### config.mk
export PLATFORM = sky130hd
export DESIGN_NAME = spi_reg_ctrl
export DESIGN_NICKNAME = d
export VERILOG_FILES = /design/src/rtl/spi_pkg.sv /design/src/rtl/spi_reg_ctrl.sv
export SDC_FILE = /design/constraint.sdc
export NUM_CORES = 1
export LEC_CHECK = 0
export ABC_AREA = 1
export CORE_MARGIN = 2
export CORE_UTILIZATION = 53
export DETAILED_ROUTE_END_ITERATION = 16
export PLACE_DENSITY_LB_ADDON = 0.08
export REMOVE_ABC_BUFFERS = 1
export SYNTH_ARGS = -nofsm -noshare
export SYNTH_HDL_FRONTEND = slang
export SYNTH_SLANG_ARGS = --single-unit
### constraint.sdc
create_clock -name clk -period 2.3 [get_ports clk]
set_input_delay 0.46 -clock clk [delete_from_list [all_inputs] [get_ports clk]]
set_output_delay 0.46 -clock clk [all_outputs]
set_load 0.02 [all_outputs]
### src/rtl/spi_pkg.sv
// -----------------------------------------------------------------------------
// spi_pkg
// Shared types and constants for the SPI register-access controller.
//   spi_state_e  : controller FSM states
//   CMD_RNW_BIT  : bit of the command byte selecting read (1) or write (0)
//   SPI_BYTE_W   : bits per SPI byte
// -----------------------------------------------------------------------------
package spi_pkg;

    typedef enum logic [1:0] {
        IDLE,
        CMD,
        WR_DATA,
        RD_DATA
    } spi_state_e;

    localparam int unsigned CMD_RNW_BIT = 7;
    localparam int unsigned SPI_BYTE_W  = 8;

endpackage

### src/rtl/spi_reg_ctrl.sv
// -----------------------------------------------------------------------------
// spi_reg_ctrl
// Register-access controller behind spi_sync. Decodes a command byte
// {rnw, addr[6:0]}, then streams burst writes into or burst reads out of a
// register bank with optional address auto-increment. SPI mode 0, MSB first.
//
// Ports
//   clk, rst_n        : system clock, async active-low reset
//   spi_start         : ncs falling-edge strobe (restarts the frame)
//   spi_sck_rising    : sck rising strobe, mosi sampled here
//   spi_sck_falling   : sck falling strobe, miso updated here
//   spi_busy          : high for the duration of a frame
//   mosi              : synchronized MOSI
//   miso              : serial read data, MSB first
//   reg_addr          : address for the current reg_we/reg_re strobe
//   reg_wdata         : write data, valid with reg_we
//   reg_we            : one-cycle write strobe
//   reg_re            : one-cycle read request; reg_rdata sampled 1 cycle later
//   reg_rdata         : read data from the register bank
//   frame_done        : one-cycle pulse at the end of every frame
//   frame_err         : pulses with frame_done when the frame ended mid-byte
// -----------------------------------------------------------------------------
module spi_reg_ctrl
    import spi_pkg::*;
#(
    parameter int unsigned ADDR_W   = 7,
    parameter int unsigned DATA_W   = 8,    // only 8 supported
    parameter bit          AUTO_INC = 1'b1
) (
    input  logic              clk,
    input  logic              rst_n,
    input  logic              spi_start,
    input  logic              spi_sck_rising,
    input  logic              spi_sck_falling,
    input  logic              spi_busy,
    input  logic              mosi,
    output logic              miso,
    output logic [ADDR_W-1:0] reg_addr,
    output logic [DATA_W-1:0] reg_wdata,
    output logic              reg_we,
    output logic              reg_re,
    input  logic [DATA_W-1:0] reg_rdata,
    output logic              frame_done,
    output logic              frame_err
);

    localparam int unsigned BitCntW = $clog2(SPI_BYTE_W);
    localparam logic [BitCntW-1:0] LastBit = BitCntW'(SPI_BYTE_W - 1);

    spi_state_e          r_state,    w_state_d;
    logic [BitCntW-1:0]  r_bit_cnt,  w_bit_cnt_d;
    logic [DATA_W-1:0]   r_rx,       w_rx_d;
    logic [DATA_W-1:0]   r_tx,       w_tx_d;
    logic [ADDR_W-1:0]   r_addr,     w_addr_d;
    logic                r_miso,     w_miso_d;
    logic [ADDR_W-1:0]   r_reg_addr, w_reg_addr_d;
    logic [DATA_W-1:0]   r_reg_wdata, w_reg_wdata_d;
    logic                r_reg_we,   w_reg_we_d;
    logic                r_reg_re,   w_reg_re_d;
    logic                r_done,     w_done_d;
    logic                r_err,      w_err_d;
    logic                r_busy_q;
    logic                r_re_q;     // reg_re delayed: reg_rdata is valid now

    logic [DATA_W-1:0]   w_byte;
    logic [ADDR_W-1:0]   w_addr_next;
    logic                w_busy_fall;

    assign w_byte      = {r_rx[DATA_W-2:0], mosi};
    assign w_addr_next = AUTO_INC ? r_addr + ADDR_W'(1) : r_addr;
    assign w_busy_fall = r_busy_q & ~spi_busy;

    always_comb begin
        w_state_d     = r_state;
        w_bit_cnt_d   = r_bit_cnt;
        w_rx_d        = r_rx;
        w_tx_d        = r_tx;
        w_addr_d      = r_addr;
        w_miso_d      = r_miso;
        w_reg_addr_d  = r_reg_addr;
        w_reg_wdata_d = r_reg_wdata;
        w_reg_we_d    = 1'b0;
        w_reg_re_d    = 1'b0;
        w_done_d      = 1'b0;
        w_err_d       = 1'b0;

        // Read data arrives two cycles after the completing strobe; the sck
        // half-period guarantees no falling strobe collides with this load.
        if (r_re_q) begin
            w_tx_d = reg_rdata;
        end

        if (spi_start) begin
            // Restart wins over any same-cycle sck strobe; partial byte dropped.
            w_state_d   = CMD;
            w_bit_cnt_d = '0;
            w_rx_d      = '0;
            w_miso_d    = 1'b0;
        end else if (w_busy_fall) begin
            w_state_d   = IDLE;
            w_done_d    = 1'b1;
            w_err_d     = (r_bit_cnt != '0);
            w_bit_cnt_d = '0;
            w_rx_d      = '0;
            w_miso_d    = 1'b0;
        end else if (r_state != IDLE) begin
            if (spi_sck_rising) begin
                w_rx_d      = w_byte;
                w_bit_cnt_d = r_bit_cnt + BitCntW'(1);
                if (r_bit_cnt == LastBit) begin
                    case (r_state)
                        CMD: begin
                            w_addr_d = w_byte[ADDR_W-1:0];
                            if (w_byte[CMD_RNW_BIT]) begin
                                w_state_d    = RD_DATA;
                                w_reg_re_d   = 1'b1;
                                w_reg_addr_d = w_byte[ADDR_W-1:0];
                            end else begin
                                w_state_d = WR_DATA;
                            end
                        end
                        WR_DATA: begin
                            // reg_addr latches the current address, so the
                            // increment can land on the same edge.
                            w_reg_we_d    = 1'b1;
                            w_reg_wdata_d = w_byte;
                            w_reg_addr_d  = r_addr;
                            w_addr_d      = w_addr_next;
                        end
                        RD_DATA: begin
                            // Prefetch the byte shifted out during the next byte.
                            w_addr_d     = w_addr_next;
                            w_reg_addr_d = w_addr_next;
                            w_reg_re_d   = 1'b1;
                        end
                        default: ;
                    endcase
                end
            end
            if (spi_sck_falling) begin
                if (r_state == RD_DATA) begin
                    w_miso_d = r_tx[DATA_W-1];
                    w_tx_d   = {r_tx[DATA_W-2:0], 1'b0};
                end else begin
                    w_miso_d = 1'b0;
                end
            end
        end
    end

    always_ff @(posedge clk or negedge rst_n) begin
        if (!rst_n) begin
            r_state     <= IDLE;
            r_bit_cnt   <= '0;
            r_rx        <= '0;
            r_tx        <= '0;
            r_addr      <= '0;
            r_miso      <= 1'b0;
            r_reg_addr  <= '0;
            r_reg_wdata <= '0;
            r_reg_we    <= 1'b0;
            r_reg_re    <= 1'b0;
            r_done      <= 1'b0;
            r_err       <= 1'b0;
            r_busy_q    <= 1'b0;
            r_re_q      <= 1'b0;
        end else begin
            r_state     <= w_state_d;
            r_bit_cnt   <= w_bit_cnt_d;
            r_rx        <= w_rx_d;
            r_tx        <= w_tx_d;
            r_addr      <= w_addr_d;
            r_miso      <= w_miso_d;
            r_reg_addr  <= w_reg_addr_d;
            r_reg_wdata <= w_reg_wdata_d;
            r_reg_we    <= w_reg_we_d;
            r_reg_re    <= w_reg_re_d;
            r_done      <= w_done_d;
            r_err       <= w_err_d;
            r_busy_q    <= spi_busy;
            r_re_q      <= r_reg_re;
        end
    end

    assign miso       = r_miso;
    assign reg_addr   = r_reg_addr;
    assign reg_wdata  = r_reg_wdata;
    assign reg_we     = r_reg_we;
    assign reg_re     = r_reg_re;
    assign frame_done = r_done;
    assign frame_err  = r_err;

endmodule
==> summary.txt, run 1 <==
Outcome
  – Status: completed

Synth
  – Yosys Warn Count: 0
  – Mapped cell area: 2340 sq um
  – Gate Count Post-Synth: 278
  – Sequential fraction of the synthesis area: 52.4%
  – Synth unique cells: 30
  – Synthesized area per cell: 8.41 sq um
  – Flops & latches, synth: 49

Floorplanning
  – IO Count: 35
  – Cell row count: 24
  – Die width: 70.4 microns
  – Starting Density: 54.5%
  – DIE HEIGHT: 70.4 microns
  – Die area: 4960 sq um
  – Area of the core: 4290 sq um

Clock network
  – Skew-Pair Late Insertion Delay: 0.30 ns
  – Resize count post-CTS: 0
  – Clock sink total: 49
  – CTS Buf Count: 5
  – CTS HTree Levels: 2
  – Clock transition at path regs: 0.09 ns
  – TritonCTS clock tree: done
  – Post-CTS Setup Bufs: 0
  – Root Buffer: clkbuf_8
  – Clock Path Buffers: 2
  – CTS Hold Bufs: 0

Setup path
  – Setup crit end kind: register
  – CP arrival: 1.95 ns
  – Max incr delay on CP: 0.60 ns
  – Setup Crit Path Kind: register to register
  – Critical Path Start Type: register
  – Maximum fanout along the worst path: 17
  – Cells along the critical path: inv_2 > nor2_1 > nand2_4 > nand2_1 > o21ai_2
  – Crit path max-delay cell type: dfrtp_1
  – Data required time of the worst path: 2.50 ns

Global route
  – Number of global-route vias before repair: 1775
  – Total track usage: 20.0%
  – Grt total ovfl: 0
  – Initial antenna violation count: 0
  – Largest net degree at the start of global routing: 29
  – First-pass GRT wire length: 7990 microns

Routing
  – Iteration-0 DRC Markers: 129
  – Avg Vias per Cell: 5.08
  – First-pass iteration count of the detailed router: 4
  – WL per Instance: 12.1 microns
  – DR vias: 1870
  – Detail Route Antenna Nets: 0
  – # DRC: 0
  – Post-Route WL: 4460 microns

Timing
  – Setup_tns: 0 ns
  – RSZ-0062 raised after global routing: false
  – Tcrit/Tclk final: 76.3%
  – Tightest Pin Transition: 0.516 ns
  – Final-report hold violation count: 0
  – Max Slew Vio Count: 0
  – Highest clock rate: 0.570 GHz
  – Slew headroom: 65.5%
  – Worst hold slack: 0.118 ns
  – Period minus WS final: 1.76 ns
  – Clock skew: 0.00586 ns
  – Finish-stage setup viols: 0

Layout
  – Nets: 334
  – Most frequent cells in the layout: 86 x nand2_1, 49 x dfrtp_1, 35 x inv_1
  – Area Growth Syn to Fin: 20.6%
  – Ant. Diodes: 0
  – Storage cell area: 1230 sq um
  – Layout cell share with drive strength beyond 1: 9.49%
  – Fill count: 356
  – Most common cell after layout, fill and taps aside: nand2_1
  – Multi-input logic area: 936 sq um

Power and ir drop
  – PD cells: 541 nW/um^2
  – Leakage: 1.40 nW
  – Worst IR Drop VDD: 0.366 mV

Job
  – Max Cap Violations: 0

Min path
  – Worst Hold Class: input pin to asynchronous set/reset pin

Placement
  – Port buffer count: 34
  – GP Congestion: 0.876
  – DPL Wire Length: 3170 microns
==> area by class of cell <==
type | instances | share of cell area [%]
clock buffer | 5 | 2.44
timing repair buffer | 36 | 12.9
sequential | 49 | 43.5
inverter | 37 | 4.92
multi-input combinational | 186 | 33.2
clock inverter | 3 | 0.799
tap | 52 | 2.31
==> Yosys cell counts (all sizes together) <==
library cell  instances  share of area (%)
a21boi                1               0.32
o22ai                 7                1.9
clkbuf                1               0.16
o21ai                31                7.9
a21oi                 8                1.7
inv                  37                5.9
buf                   5                1.4
dfrtp                49                 52
nand2                91                 15
nand3                14                3.0
xor2                  1               0.37
o211ai                1               0.32
nor2                 20                4.3
nor3                  2               0.64
mux2i                 2               0.86
ha                    4                2.1
nand4                 2               0.53
a211oi                1               0.32
o21a                  1               0.32
==> layer usage <==
layer / part of all wire, % / global-route usage, % / vias to the layer above
li1: - / - / 954
met1: 49 / 27.8 / 869
met2: 46 / 31.4 / 40
met3: 3.8 / 4.47 / 7
met4: 1.3 / 6.20 / 0
met5: 0 / 0 / -
==> sequential cells by signal (all words and copies together), names as in the netlist <==
name and cells:
r_tx 8, frame_err 1, miso 1, reg_wdata 8, r_bit_cnt 3, frame_done 1
r_re_q 1, reg_addr 7, r_busy_q 1, r_rx 7, reg_re 1, r_addr 7
r_state 2, reg_we 1
==> through the flow <==
| step | total power, mW | utilization [%] | setup WS, ns | std cells | cell area (sq um) |
|---|---|---|---|---|---|
| final | 1.53 | 65.7 | 0.545 | 368 | 2820 |
| after global routing | 1.60 | 65.7 | 0.394 | 368 | 2820 |
| after CTS | 1.55 | 65.7 | 0.542 | 368 | 2820 |
| after detailed placement | 1.03 | 63.5 | 0.320 | 360 | 2730 |
| after global placement | 1.03 | 63.5 | 0.352 | 360 | 2730 |
| after floorplan | 0.967 | - | 0.889 | 272 | 2300 |
==> kinds of logic after synthesis <==
family,share of synthesized area [%]
adders and majority gates,2.14
DFF,52.4
muxes,0.856
buffers and inverters,7.54
AOI/OAI and AO/OA,12.8
xor gates and xnor gates,0.375
and+or+nand+nor,23.9
==> worst max-delay path: cells and delay by family (launching register included) <==
family	cells	cell delay, ns
and+or+nand+nor	3	0.82
DFF	1	0.60
AOI/OAI and AO/OA	1	0.05
buffers and inverters	1	0.18
==> where the power goes <==
part           switching, mW  total, mW  leakage [nW]  internal (mW)
sequential            0.0126      0.895         0.640          0.883
combinational         0.0676      0.120         0.723         0.0519
clock                  0.298      0.512        0.0364          0.214
total                  0.378       1.53          1.40           1.15
==> worst paths after layout <==
path                             from            to  slack (ns)  cells after the start
max in group asynchronous       rst_n       r_rx[0]        1.67                      2
max reg2reg                r_state[1]  reg_wdata[7]        0.54                      5
min                             rst_n     r_addr[4]        0.12                      1
min in group clk               reg_re        r_re_q        0.39                      0
max                        r_state[1]  reg_wdata[7]        0.54                      5
min reg2reg                    reg_re        r_re_q        0.39                      0
(Power assumes the default switching activity.)
==> inputs of run 2 (changes only) <==
Settings changed: CORE_UTILIZATION 53 to 48.
Clock period 2.3 ns to 1.6 ns, I/O delays scaled along.
==> summary.txt, run 2 (same netlist as run 1, synthesis figures left out) <==
Setup path
  – Crit-path leading delay family: buffers and inverters
  – FF-to-FF setup slack: 0.12 ns (-0.42 ns)
  – Crit path max-delay cell type: clkdlybuf4s50_1
  – Cells along the critical path: clkdlybuf4s50_1
  – Maximum fanout along the worst path: 1 (-16)
  – Reg2Reg Launch Point: r_bit_cnt[0]
  – Reg2Reg Depth: 8 (+3)
  – FF-to-FF End: reg_addr[3]
  – Data required time of the worst path: 1.28 ns (-1.22 ns)
  – CP arrival: 1.23 ns (-0.72 ns)
  – Critical Path Start Type: register
  – Setup Crit Path Kind: register to output port
  – Setup crit end kind: output port
  – CP bufs+invs: 1 (unchanged)
  – Max incr delay on CP: 0.60 ns (about the same)

Clock network
  – TritonCTS clock tree: done
  – CTS Buf Count: 5 (unchanged)
  – Root Buffer: clkbuf_8
  – Clock Path Buffers: 2 (unchanged)
  – Clock transition at path regs: 0.09 ns (about the same)
  – Clock sink total: 49 (unchanged)
  – CTS HTree Levels: 2 (unchanged)
  – Skew-Pair Late Insertion Delay: 0.30 ns (about the same)

Routing
  – First-pass iteration count of the detailed router: 4 (unchanged)
  – Iteration-0 DRC Markers: 126 (-2.3%)
  – DR vias: 1905 (+1.9%)
  – Post-Route WL: 4660 microns (+4.3%)
  – WL per Instance: 11.6 microns (-4.0%)
  – Detail Route Antenna Nets: 0 (unchanged)
  – # DRC: 0 (unchanged)
  – Avg Vias per Cell: 4.76 (-6.3%)

Min path
  – Worst Hold Depth: 0
  – Hold Startpoint: reg_re
  – Worst Hold Class: register to register
  – Hold endpoint: r_re_q

Global route
  – Total track usage: 19.6% (-0.41 points)
  – Initial antenna violation count: 0 (unchanged)
  – Grt total ovfl: 0 (unchanged)
  – Number of global-route vias before repair: 1767 (-0.45%)
  – Largest net degree at the start of global routing: 50 (+72%)
  – First-pass GRT wire length: 8050 microns (+0.69%)

Power and ir drop
  – Combinational power share: 7.6% (-0.2 points)
  – Power share of the sequential group: 51.6% (-7.1 points)
  – Leakage: 1.77 nW (+26%)
  – Worst IR Drop VDD: 0.550 mV (+50%)
  – Clock power share: 40.8% (+7.3 points)
  – Internal power: 1.98 mW (+72%)
  – PD cells: 816 nW/um^2 (+51%)
  – Net Sw Frac: 20.8% (-4.0 points)
  – Net Switching: 0.519 mW (+37%)

Floorplanning
  – IO Count: 35 (unchanged)
  – Cell row count: 25 (+4.2%)
  – Starting Density: 49.5% (-4.9 points)
  – Die width: 73.8 microns (+4.8%)
  – Die area: 5450 sq um (+9.8%)
  – Area of the core: 4720 sq um (+10%)
  – DIE HEIGHT: 73.8 microns (+4.8%)

Timing
  – Finish-stage setup viols: 0 (unchanged)
  – Tightest Pin Transition: 0.417 ns (-0.0993 ns)
  – Max Slew Vio Count: 0 (unchanged)
  – Worst hold slack: 0.386 ns (+0.268 ns)
  – Tcrit/Tclk final: 97.1%
  – Highest clock rate: 0.643 GHz
  – Setup_tns: 0 ns (unchanged)
  – Period minus WS final: 1.55 ns
  – Clock skew: 0.00396 ns (-0.00190 ns)
  – RSZ-0062 raised after global routing: true
  – Final-report hold violation count: 0 (unchanged)
  – Slew headroom: 72.2% (+6.7 points)

Placement
  – Port buffer count: 34 (unchanged)
  – DPL Wire Length: 3440 microns (+8.4%)
  – Placed cell areas: 2870 sq um (+5.3%)
  – GP Congestion: 0.806 (-8.0%)

Outcome
  – Status: completed

Layout
  – Design area: 3060 sq um (+8.5%)
  – Ant. Diodes: 0 (unchanged)
  – Share of the core filled with cells: 64.8% (-0.91 points)
  – Most frequent cells in the layout: 85 x nand2_1, 49 x dfrtp_1, 35 x inv_1
  – Fill count: 410 (+15%)
  – Most common cell after layout, fill and taps aside: nand2_1
  – Layout cell share with drive strength beyond 1: 14.7% (+5.2 points)
  – Multi-input logic area: 943 sq um (+0.80%)
  – Nets: 351 (+5.1%)
  – Storage cell area: 1230 sq um (unchanged)
  – Area Growth Syn to Fin: 30.8%

Job
  – Max Cap Violations: 0 (unchanged)
[run 2: changes by cell type in the layout (fill, tap and decap cells not counted), sizes merged]
| cell | previous run | this run |
|---|---|---|
| clkdlybuf4s50 | 33 | 16 |
| dlygate4sd3 | 0 | 1 |
| clkinv | 0 | 1 |
| buf | 3 | 19 |
| dlygate4sd2 | 0 | 4 |
| clkinvlp | 3 | 0 |
| dlymetal6s2s | 0 | 13 |
| bufinv | 0 | 2 |
[run 2: worst max path at each step]
stage | startpoint | to | slack (ns) | cells after the start
finish | reg_we | reg_we | 0.05 | 1
global route | r_bit_cnt[0] | reg_addr[5] | -0.005 | 8
CTS | reg_addr[5] | reg_addr[5] | 0.0007 | 1
detailed placement | spi_busy | r_addr[2] | -0.14 | 9
global placement | spi_busy | r_addr[2] | -0.11 | 9
floorplan | r_state[1] | reg_wdata[0] | 0.20 | 5
[run 2: worst reg2reg max path, cell delays in order, from the launching register on]
cell and delay (ns):
dfrtp_1 0.36, ha_1 0.16, ha_2 0.18, inv_1 0.05, nor3_2 0.21, nand2_2 0.17
buf_4 0.18, nand2_1 0.05, nand2_1 0.04
[run 2: final cells by class]
cell class	instances	area share (%)
timing repair buffer	53	17.4
inverter	37	4.54
sequential	49	40.1
clock buffer	5	2.25
tap	67	2.74
clock inverter	3	2.13
multi-input combinational	186	30.8
[run 2: power by group through the flow]
stage	Clock [mW]	Combinational [mW]	Sequential [mW]
2_1_floorplan	0	0.0757	1.31
3_3_place_gp	0	0.191	1.31
3_5_place_dp	0	0.193	1.31
4_1_cts	1.04	0.194	1.29
5_1_grt	1.09	0.216	1.29
6_report	1.02	0.190	1.29
[run 2: layer usage]
layer  vias up  part of all wire (%)  global-route usage, %  routed length [microns]
li1        988                     -                      -                        -
met1       873                    47                   26.4                     2190
met2        40                    47                   30.3                     2190
met3         4                   4.5                   5.08                      210
met4         0                   1.3                   7.88                       61
met5         -                     0                      0                        0
[run 2: per-stage QoR]
stage,total power [mW],setup slack (ns),cells
final,2.50,0.0457,400
after global routing,2.60,-0.00466,400
after CTS,2.53,0.000664,399
after detailed placement,1.50,-0.135,390
after global placement,1.50,-0.113,390
after floorplan,1.39,0.200,272
[run 2: timing repair]
action / CTS / global route
gates cloned: 0 / 0
pin swaps: 0 / 3
setup buffers: 0 / 1
hold endpoints to repair: 43 / 0
resized for setup: 4 / 16
hold buffers: 1 / 0
endpoints found under the setup margin: 4 / 18
==> inputs of run 3 (changes only) <==
Settings changed: HOLD_SLACK_MARGIN from default to 0.02.
==> results of run 3 <==
The final DEF is identical to that of run 2; final timing and power are the same.
